[src/rtl/qspi_master_tx_if.sv]
// Bus bundle between a QSPI write-frame source and its requester/observer.
// The master modport is the transmitter side; slave is the requester/bench side.
interface qspi_master_tx_if #(
  parameter int unsigned BYTES = 16
);
  logic               ld;
  logic [7:0]         base_addr;
  logic [8*BYTES-1:0] text_in;
  logic               busy;
  logic               done;
  logic               qspi_cs;
  logic               qspi_clk;
  logic [3:0]         qspi_io_o;
  logic               qspi_oe;

  modport master (
    input  ld, base_addr, text_in,
    output busy, done, qspi_cs, qspi_clk, qspi_io_o, qspi_oe
  );

  modport slave (
    output ld, base_addr, text_in,
    input  busy, done, qspi_cs, qspi_clk, qspi_io_o, qspi_oe
  );
endinterface

[src/rtl/qspi_master_tx.sv]
// Quad-SPI write-frame transmitter: one address byte followed by BYTES data bytes,
// high nibble first, mode 0 clocking. All pins are registered one cycle behind the FSM.
module qspi_master_tx #(
  parameter int unsigned CLK_DIV  = 2,
  parameter int unsigned CS_SETUP = 2,
  parameter int unsigned CS_HOLD  = 2,
  parameter int unsigned BYTES    = 16
) (
  input  logic              sclk,
  input  logic              rst_n,
  qspi_master_tx_if.master  bus
);

  localparam int unsigned NIB  = 2 * (BYTES + 1);
  localparam int unsigned SW   = 8 * (BYTES + 1);
  localparam int unsigned PMAX = (CLK_DIV > CS_SETUP) ?
                                 ((CLK_DIV > CS_HOLD) ? CLK_DIV : CS_HOLD) :
                                 ((CS_SETUP > CS_HOLD) ? CS_SETUP : CS_HOLD);
  localparam int unsigned PW   = (PMAX > 1) ? $clog2(PMAX) : 1;

  typedef enum logic [2:0] {StIdle, StSetup, StShift, StHold, StFin} state_e;

  state_e          state_q, state_d;
  logic [PW-1:0]   phase_q, phase_d;
  logic            hi_q, hi_d;        // second (qspi_clk high) half of the current nibble
  logic [5:0]      nib_q, nib_d;
  logic [SW-1:0]   sreg_q, sreg_d;

  logic            cs_q, cs_d;
  logic            clk_q, clk_d;
  logic [3:0]      io_q, io_d;
  logic            oe_q, oe_d;
  logic            busy_q, busy_d;
  logic            done_q, done_d;

  // State, counters, shift register and registered pin outputs.
  always_ff @(posedge sclk or negedge rst_n) begin
    if (!rst_n) begin
      state_q <= StIdle;
      phase_q <= '0;
      hi_q    <= 1'b0;
      nib_q   <= '0;
      sreg_q  <= '0;
      cs_q    <= 1'b1;
      clk_q   <= 1'b0;
      io_q    <= 4'h0;
      oe_q    <= 1'b0;
      busy_q  <= 1'b0;
      done_q  <= 1'b0;
    end else begin
      state_q <= state_d;
      phase_q <= phase_d;
      hi_q    <= hi_d;
      nib_q   <= nib_d;
      sreg_q  <= sreg_d;
      cs_q    <= cs_d;
      clk_q   <= clk_d;
      io_q    <= io_d;
      oe_q    <= oe_d;
      busy_q  <= busy_d;
      done_q  <= done_d;
    end
  end

  // Next-state, counter and shift-register update.
  always_comb begin
    state_d = state_q;
    phase_d = phase_q;
    hi_d    = hi_q;
    nib_d   = nib_q;
    sreg_d  = sreg_q;
    unique case (state_q)
      StIdle: begin
        phase_d = '0;
        hi_d    = 1'b0;
        nib_d   = '0;
        // done_q still high means the previous frame's done cycle: ld is ignored there.
        if (bus.ld && !done_q) begin
          sreg_d  = {bus.base_addr, bus.text_in};
          state_d = StSetup;
        end
      end
      StSetup: begin
        if (phase_q == PW'(CS_SETUP - 1)) begin
          phase_d = '0;
          state_d = StShift;
        end else begin
          phase_d = phase_q + PW'(1);
        end
      end
      StShift: begin
        if (phase_q == PW'(CLK_DIV - 1)) begin
          phase_d = '0;
          hi_d    = ~hi_q;
          if (hi_q) begin
            // End of the high half: next nibble appears with the qspi_clk fall.
            sreg_d = {sreg_q[SW-5:0], 4'h0};
            if (nib_q == 6'(NIB - 1)) begin
              nib_d   = '0;
              state_d = StHold;
            end else begin
              nib_d = nib_q + 6'd1;
            end
          end
        end else begin
          phase_d = phase_q + PW'(1);
        end
      end
      StHold: begin
        if (phase_q == PW'(CS_HOLD - 1)) begin
          phase_d = '0;
          state_d = StFin;
        end else begin
          phase_d = phase_q + PW'(1);
        end
      end
      StFin: begin
        state_d = StIdle;
      end
      default: begin
        state_d = StIdle;
      end
    endcase
  end

  // Pin values decoded from the current state; registered above.
  always_comb begin
    cs_d   = 1'b1;
    clk_d  = 1'b0;
    io_d   = 4'h0;
    oe_d   = 1'b0;
    busy_d = 1'b0;
    done_d = 1'b0;
    unique case (state_q)
      StSetup, StHold: begin
        cs_d   = 1'b0;
        oe_d   = 1'b1;
        busy_d = 1'b1;
        io_d   = sreg_q[SW-1 -: 4];
      end
      StShift: begin
        cs_d   = 1'b0;
        oe_d   = 1'b1;
        busy_d = 1'b1;
        clk_d  = hi_q;
        io_d   = sreg_q[SW-1 -: 4];
      end
      StFin: begin
        done_d = 1'b1;
      end
      default: begin
        cs_d = 1'b1;
      end
    endcase
  end

  assign bus.qspi_cs   = cs_q;
  assign bus.qspi_clk  = clk_q;
  assign bus.qspi_io_o = io_q;
  assign bus.qspi_oe   = oe_q;
  assign bus.busy      = busy_q;
  assign bus.done      = done_q;

endmodule
[src/flat_wrapper.sv]
// flat-port wrapper written by rule: the top's interface ports become plain ports
module qspi_master_tx_flat 
#(
  parameter int unsigned CLK_DIV  = 2,
  parameter int unsigned CS_SETUP = 2,
  parameter int unsigned CS_HOLD  = 2,
  parameter int unsigned BYTES    = 16
)
  (sclk, rst_n, bus_ld, bus_base_addr, bus_text_in, bus_busy, bus_done, bus_qspi_cs, bus_qspi_clk, bus_qspi_io_o, bus_qspi_oe);
  qspi_master_tx_if #(.BYTES(BYTES)) bus_i ();
  input  logic sclk;
  input  logic rst_n;
  input wire logic [$bits(bus_i.ld)-1:0] bus_ld;
  input wire logic [$bits(bus_i.base_addr)-1:0] bus_base_addr;
  input wire logic [$bits(bus_i.text_in)-1:0] bus_text_in;
  output wire logic [$bits(bus_i.busy)-1:0] bus_busy;
  output wire logic [$bits(bus_i.done)-1:0] bus_done;
  output wire logic [$bits(bus_i.qspi_cs)-1:0] bus_qspi_cs;
  output wire logic [$bits(bus_i.qspi_clk)-1:0] bus_qspi_clk;
  output wire logic [$bits(bus_i.qspi_io_o)-1:0] bus_qspi_io_o;
  output wire logic [$bits(bus_i.qspi_oe)-1:0] bus_qspi_oe;
  assign bus_i.ld = bus_ld;
  assign bus_i.base_addr = bus_base_addr;
  assign bus_i.text_in = bus_text_in;
  assign bus_busy = bus_i.busy;
  assign bus_done = bus_i.done;
  assign bus_qspi_cs = bus_i.qspi_cs;
  assign bus_qspi_clk = bus_i.qspi_clk;
  assign bus_qspi_io_o = bus_i.qspi_io_o;
  assign bus_qspi_oe = bus_i.qspi_oe;
  qspi_master_tx #(.CLK_DIV(CLK_DIV), .CS_SETUP(CS_SETUP), .CS_HOLD(CS_HOLD), .BYTES(BYTES)) u_core (.sclk(sclk), .rst_n(rst_n), .bus(bus_i));
endmodule
[config.mk]
export PLATFORM = sky130hd
export DESIGN_NAME = qspi_master_tx_flat
export DESIGN_NICKNAME = d
export VERILOG_FILES = /design/src/rtl/qspi_master_tx_if.sv /design/src/rtl/qspi_master_tx.sv /design/src/flat_wrapper.sv
export SDC_FILE = /design/constraint.sdc
export NUM_CORES = 1
export LEC_CHECK = 0
export CELL_PAD_IN_SITES_DETAIL_PLACEMENT = 1
export CELL_PAD_IN_SITES_GLOBAL_PLACEMENT = 2
export CORE_UTILIZATION = 39
export CTS_BUF_LIST = sky130_fd_sc_hd__clkbuf_8 sky130_fd_sc_hd__clkbuf_16
export DETAILED_ROUTE_END_ITERATION = 7
export PLACE_DENSITY_LB_ADDON = 0.1
export SYNTH_ARGS = -nofsm -noshare
export SYNTH_HDL_FRONTEND = slang
export SYNTH_SLANG_ARGS = --single-unit
[constraint.sdc]
create_clock -name sclk -period 4.15 [get_ports sclk]
set_input_delay 0.83 -clock sclk [delete_from_list [all_inputs] [get_ports sclk]]
set_output_delay 0.83 -clock sclk [all_outputs]
set_load 0.05 [all_outputs]
---- Word level (Yosys, flattened, before mapping) ----
Index checks and enable logic that the tools add are counted.
word-level totals
  output and inout port bits .............. 9
  bits in latches ......................... 0
  memories kept ........................... 0
  word-level logic and storage cells ...... 58
  memory bits (writable) .................. 0
  register bits ........................... 155
  bits in read-only memories .............. 0
operators by class
  order comparisons ....................... 0
  reduce and logical (&&, ||, !) cells .... 10
  mux-type cells .......................... 24
  multiply operators ...................... 0
  divide/modulo/power cells ............... 0
  shift operators ......................... 0
  bitwise operators ....................... 1
  add/sub/neg operators ................... 2
  equality and inequality tests ........... 11
operators by type and width
  cell                                                    count
  2-to-1 mux 136 bit                                      3
  case mux 136 bit (2 select lines)                       1
  2-to-1 mux 3 bit                                        6
  2-to-1 mux 6 bit                                        3
  inequality test 2 x 1 -> 1 bit (second input constant)  6
  case mux 3 bit (4 select lines)                         1
  case mux 6 bit (2 select lines)                         1
  adder 6 x 1 -> 6 bit (second input constant)            1
  equality test 3 x 2 -> 1 bit (second input constant)    2
  equality test 6 bit (second input constant)             1
  2-to-1 mux 1 bit                                        6
  AND reduction 6 bit                                     1
  2-to-1 mux 4 bit                                        1
  case mux 1 bit (2 select lines)                         2
  AND reduction 4 bit                                     1
  nonzero test 2 bit                                      2
  equality test 3 x 1 -> 1 bit (second input constant)    1
  equality test 3 bit (second input constant)             1
  zero test 3 bit                                         1
  AND reduction 3 bit                                     1
  OR reduction 3 bit                                      1
  AND reduction 2 bit                                     1
  adder 1 bit (second input constant)                     1
  logical AND 1 bit                                       1
  2 further kinds                                         2

---- Longest topological paths before layout ----
  word-level depth ........................ 5
  mapped depth ............................ 7
  gate-level depth less buffers ........... 5

---- Worst setup path after synthesis ----
No wires, ideal clock.
  path kind ............................... input-to-reg
  start ................................... input port bus_ld
  end ..................................... register u_core.sreg_q[33]
  path slack .............................. 1.969 ns
  stages .................................. 6
  arrival ................................. 2.056 ns
  buffers on the path ..................... 3
  library setup time ...................... 0.125 ns
  data required time ...................... 4.025 ns
  cell sequence ........................... or3b_1 -> a21oi_1 -> buf_4 -> buf_12 -> buf_12 -> mux2_4
between the ends
  cells in the longest elaborated chain, start to end .. 3
RTL lines
  what                                      RTL line              RTL
  start: declaration                        flat_wrapper.sv:13    input wire logic [$bits(bus_i.ld)-1:0] bus_ld;
  logical AND 1 bit                         qspi_master_tx.sv:78  if (bus.ld && !done_q) begin
  inequality test 2 x 1 -> 1 bit (no line)  n/a
  AND reduction 4 bit (no line)             n/a
  end signal: assignment                    qspi_master_tx.sv:55  sreg_q <= sreg_d;
  end: declaration                          qspi_master_tx.sv:27  logic [SW-1:0] sreg_q, sreg_d;
No other way between the ends.
A chain may end at the register's enable or synchronous reset.

---- Worst setup path in the final report ----
  start ................................... register u_core.cs_q (netlist: u_core.bus.qspi_cs)
  end ..................................... output port bus_qspi_cs
RTL lines
  what                      RTL line              RTL
  start: declaration        qspi_master_tx.sv:29  logic cs_q, cs_d;
  start signal: assignment  qspi_master_tx.sv:56  cs_q <= cs_d;
  end: declaration          flat_wrapper.sv:18    output wire logic [$bits(bus_i.qspi_cs)-1:0] bus_qspi_cs;
No word-level cell between the ends.

==> metrics.txt <==
post-cts sizing count 0; Slew HR 0.517; worst-margin pin slew 725 ps; PD cells between 700 and 800 nW/um^2; Worst-path clk slew about 70 ps; layout cells sized above 1 0.458; vias per inst 4.88; Yosys reg bits approximately 160; crit path max fanout 1; clk sinks around 160; Die Y 143 um; ANT nets after route 0; most common cell in the netlist mux2_2; Hold Crit Class primary input to asynchronous set/reset pin; TritonCTS Buffers 17; CP endpoint kind primary output; via count between 4k and 5k; RSZ-0062 raised after global routing false; CTS tree yes; CP Buf/Inv Count 1; Psw 0.00215 W; Cells after Synth 519; Gate power share 0.408; IO Count around 150; initial antenna violation count 1; Initial DRC Count between 100 and 150; Initial DRT Pass Iterations 4; Clock Power Share 0.223; fmax slightly below 400 MHz; dominant cell type by area after synthesis dfrtp_1; startpoint types register; CP Cell Sequence clkdlybuf4s50_1; DP Area 9360 sq um; total global-route track usage 0.171; CP Class register to primary output; Final Hold Viols 0; GRT met2 Usage 0.275; Sw Ratio 0.297; most used routing layer met2; Slowest cell on crit path clkdlybuf4s50_1; drc violations 0; Mean Syn Cell Area roughly 15 sq um; Yosys top cell area share 0.499; clock latency on the worst-skew pair around 420 ps; Chip Width 143 um; Int Power 0.00508 W; IR drop worst, VDD between 0.4 and 0.5 mV; Worst Skew approximately 12 ps; fin nets 800; met3 Usage GRT 0.0449; final worst setup slack between 1500 and 2000 ps; arrival time worst endpoint about 1700 ps; top cells by area, synth dfrtp_1, mux2_2, mux2_4; CTS root buf clkbuf_16; syn_nets 660; Final Cycle Share 0.620; Sequential Power Share 0.370; Pleak approximately 4.0 nW; largest net degree at the start of global routing 115; Post-synth top cells mux2_2, dfrtp_1, mux2_4, buf_2, buf_4; crit-path leading delay family buffers and inverters; final setup vio count 0; first-pass GRT wire length ~27000 um; vias in the first global route ~5.2k; maxcap violations 0; setup TNS 0 ps; Die ar. 20400 sq um; critical path required time 3320 ps; Routed WL around 16000 um; starting density of the core 0.397; sequential cell area fraction in the yosys report 0.502; Final Max Tran Viols 0; clk buf depth 2; fillers between 1.5k and 2k; cts hold-fix bufs 0; core area 19500 sq um; n_diodes 0; Min Clock Period, post-route between 2000 and 3000 ps; ys flop type dfrtp_1; gr ovfl total 0; yosys warns 0; cell area after synthesis between 7000 and 8000 sq um; placer congestion estimate ~0.72; Site Rows roughly 50; Synth cell types 36; status complete, no violations; crit-path max cell delay ~800 ps; CTS H-tree depth 4; met1 GRT Util 0.221; Post-synth EDFFs 0; port bufs approximately 150; pre-CTS setup slack 1260 ps; dpl hpwl 10900 um; area growth from synthesis to layout 29.0%; post-route design area 9970 sq um; wire per inst about 17 um; Async S/R FF share, synth 1.00; post-CTS setup buffers 0
logic make-up after synthesis:
logic type	count (synthesis)	synth area share
DFF	155	0.502
and+or+nand+nor	35	0.0282
adders and majority gates	2	0.00324
buffers and inverters	38	0.0382
muxes	268	0.410
AOI/OAI and AO/OA	20	0.0173
xor gates and xnor gates	1	0.00113
registers in the layout (all words and copies together), names as in the netlist:
register and flops:
u_core.bus.qspi_oe 1, u_core.bus.qspi_io_o 4, u_core.sreg_q 136, u_core.bus.done 1, u_core.nib_q 6, u_core.bus.qspi_cs 1
u_core.bus.qspi_clk 1, u_core.phase_q 1, u_core.hi_q 1, u_core.state_q 3
cell usage in the layout (no fill, tap or decap), types with 3 or more instances in the layout:
cell	netlist	layout
and2_1	7	7
buf_12	5	3
buf_4	12	4
bufinv_16	0	4
clkbuf_16	0	17
clkdlybuf4s50_1	0	146
dfrtp_1	154	154
inv_1	5	10
mux2_2	228	228
mux2_4	40	40
nand2b_1	5	5
nand3_1	3	3
nor2_1	4	4
nor2b_1	4	4
o21ai_0	6	6
o22ai_1	3	3
cell type report:
| type | count | area (sq um) | area share |
|---|---|---|---|
| clock inverter | 15 | 185 | 0.0186 |
| clock buffer | 17 | 425 | 0.0427 |
| tap | 265 | 332 | 0.0332 |
| sequential | 155 | 3880 | 0.389 |
| multi-input combinational | 326 | 3570 | 0.358 |
| inverter | 5 | 18.8 | 0.00188 |
| timing repair buffer | 154 | 1560 | 0.157 |
per-stage QoR:
step	hold WS [ps]	util	total power [W]	cells
3_3_place_gp	467	0.481	0.00557	905
3_5_place_dp	471	0.481	0.00570	905
6_report	425	0.512	0.00723	937
5_1_grt	476	0.512	0.00771	937
2_1_floorplan	449	-	0.00508	519
4_1_cts	459	0.512	0.00735	937
power by group through the flow:
stage | combinational [W] | sequential, W | clock, W
finish | 0.00295 | 0.00268 | 0.00161
global route | 0.00321 | 0.00279 | 0.00171
CTS | 0.00301 | 0.00269 | 0.00166
detailed placement | 0.00299 | 0.00271 | 0
global placement | 0.00290 | 0.00267 | 0
floorplan | 0.00242 | 0.00265 | 0
path summary, 6_finish.rpt:
path                                     from  cells past startpoint  slack [ps]                 endpoint
max in group asynchronous               rst_n                      2        2830        u_core.sreg_q[73]
max                        u_core.bus.qspi_cs                      1        1580              bus_qspi_cs
max reg2reg                 u_core.state_q[1]                      4        1950        u_core.sreg_q[24]
min                                     rst_n                      1         430        u_core.sreg_q[57]
min in group sclk          u_core.sreg_q[132]                      1         480  u_core.bus.qspi_io_o[0]
min reg2reg                u_core.sreg_q[132]                      1         480  u_core.bus.qspi_io_o[0]
routing by layer:
layer | wire, um | share of wire | vias to the layer above
met5 | 13 | 0.00079 | -
met4 | 208 | 0.013 | 2
met3 | 900 | 0.055 | 18
met2 | 8030 | 0.49 | 99
met1 | 7210 | 0.44 | 2306
li1 | - | - | 2151
Power figures use the tool's default switching activity.
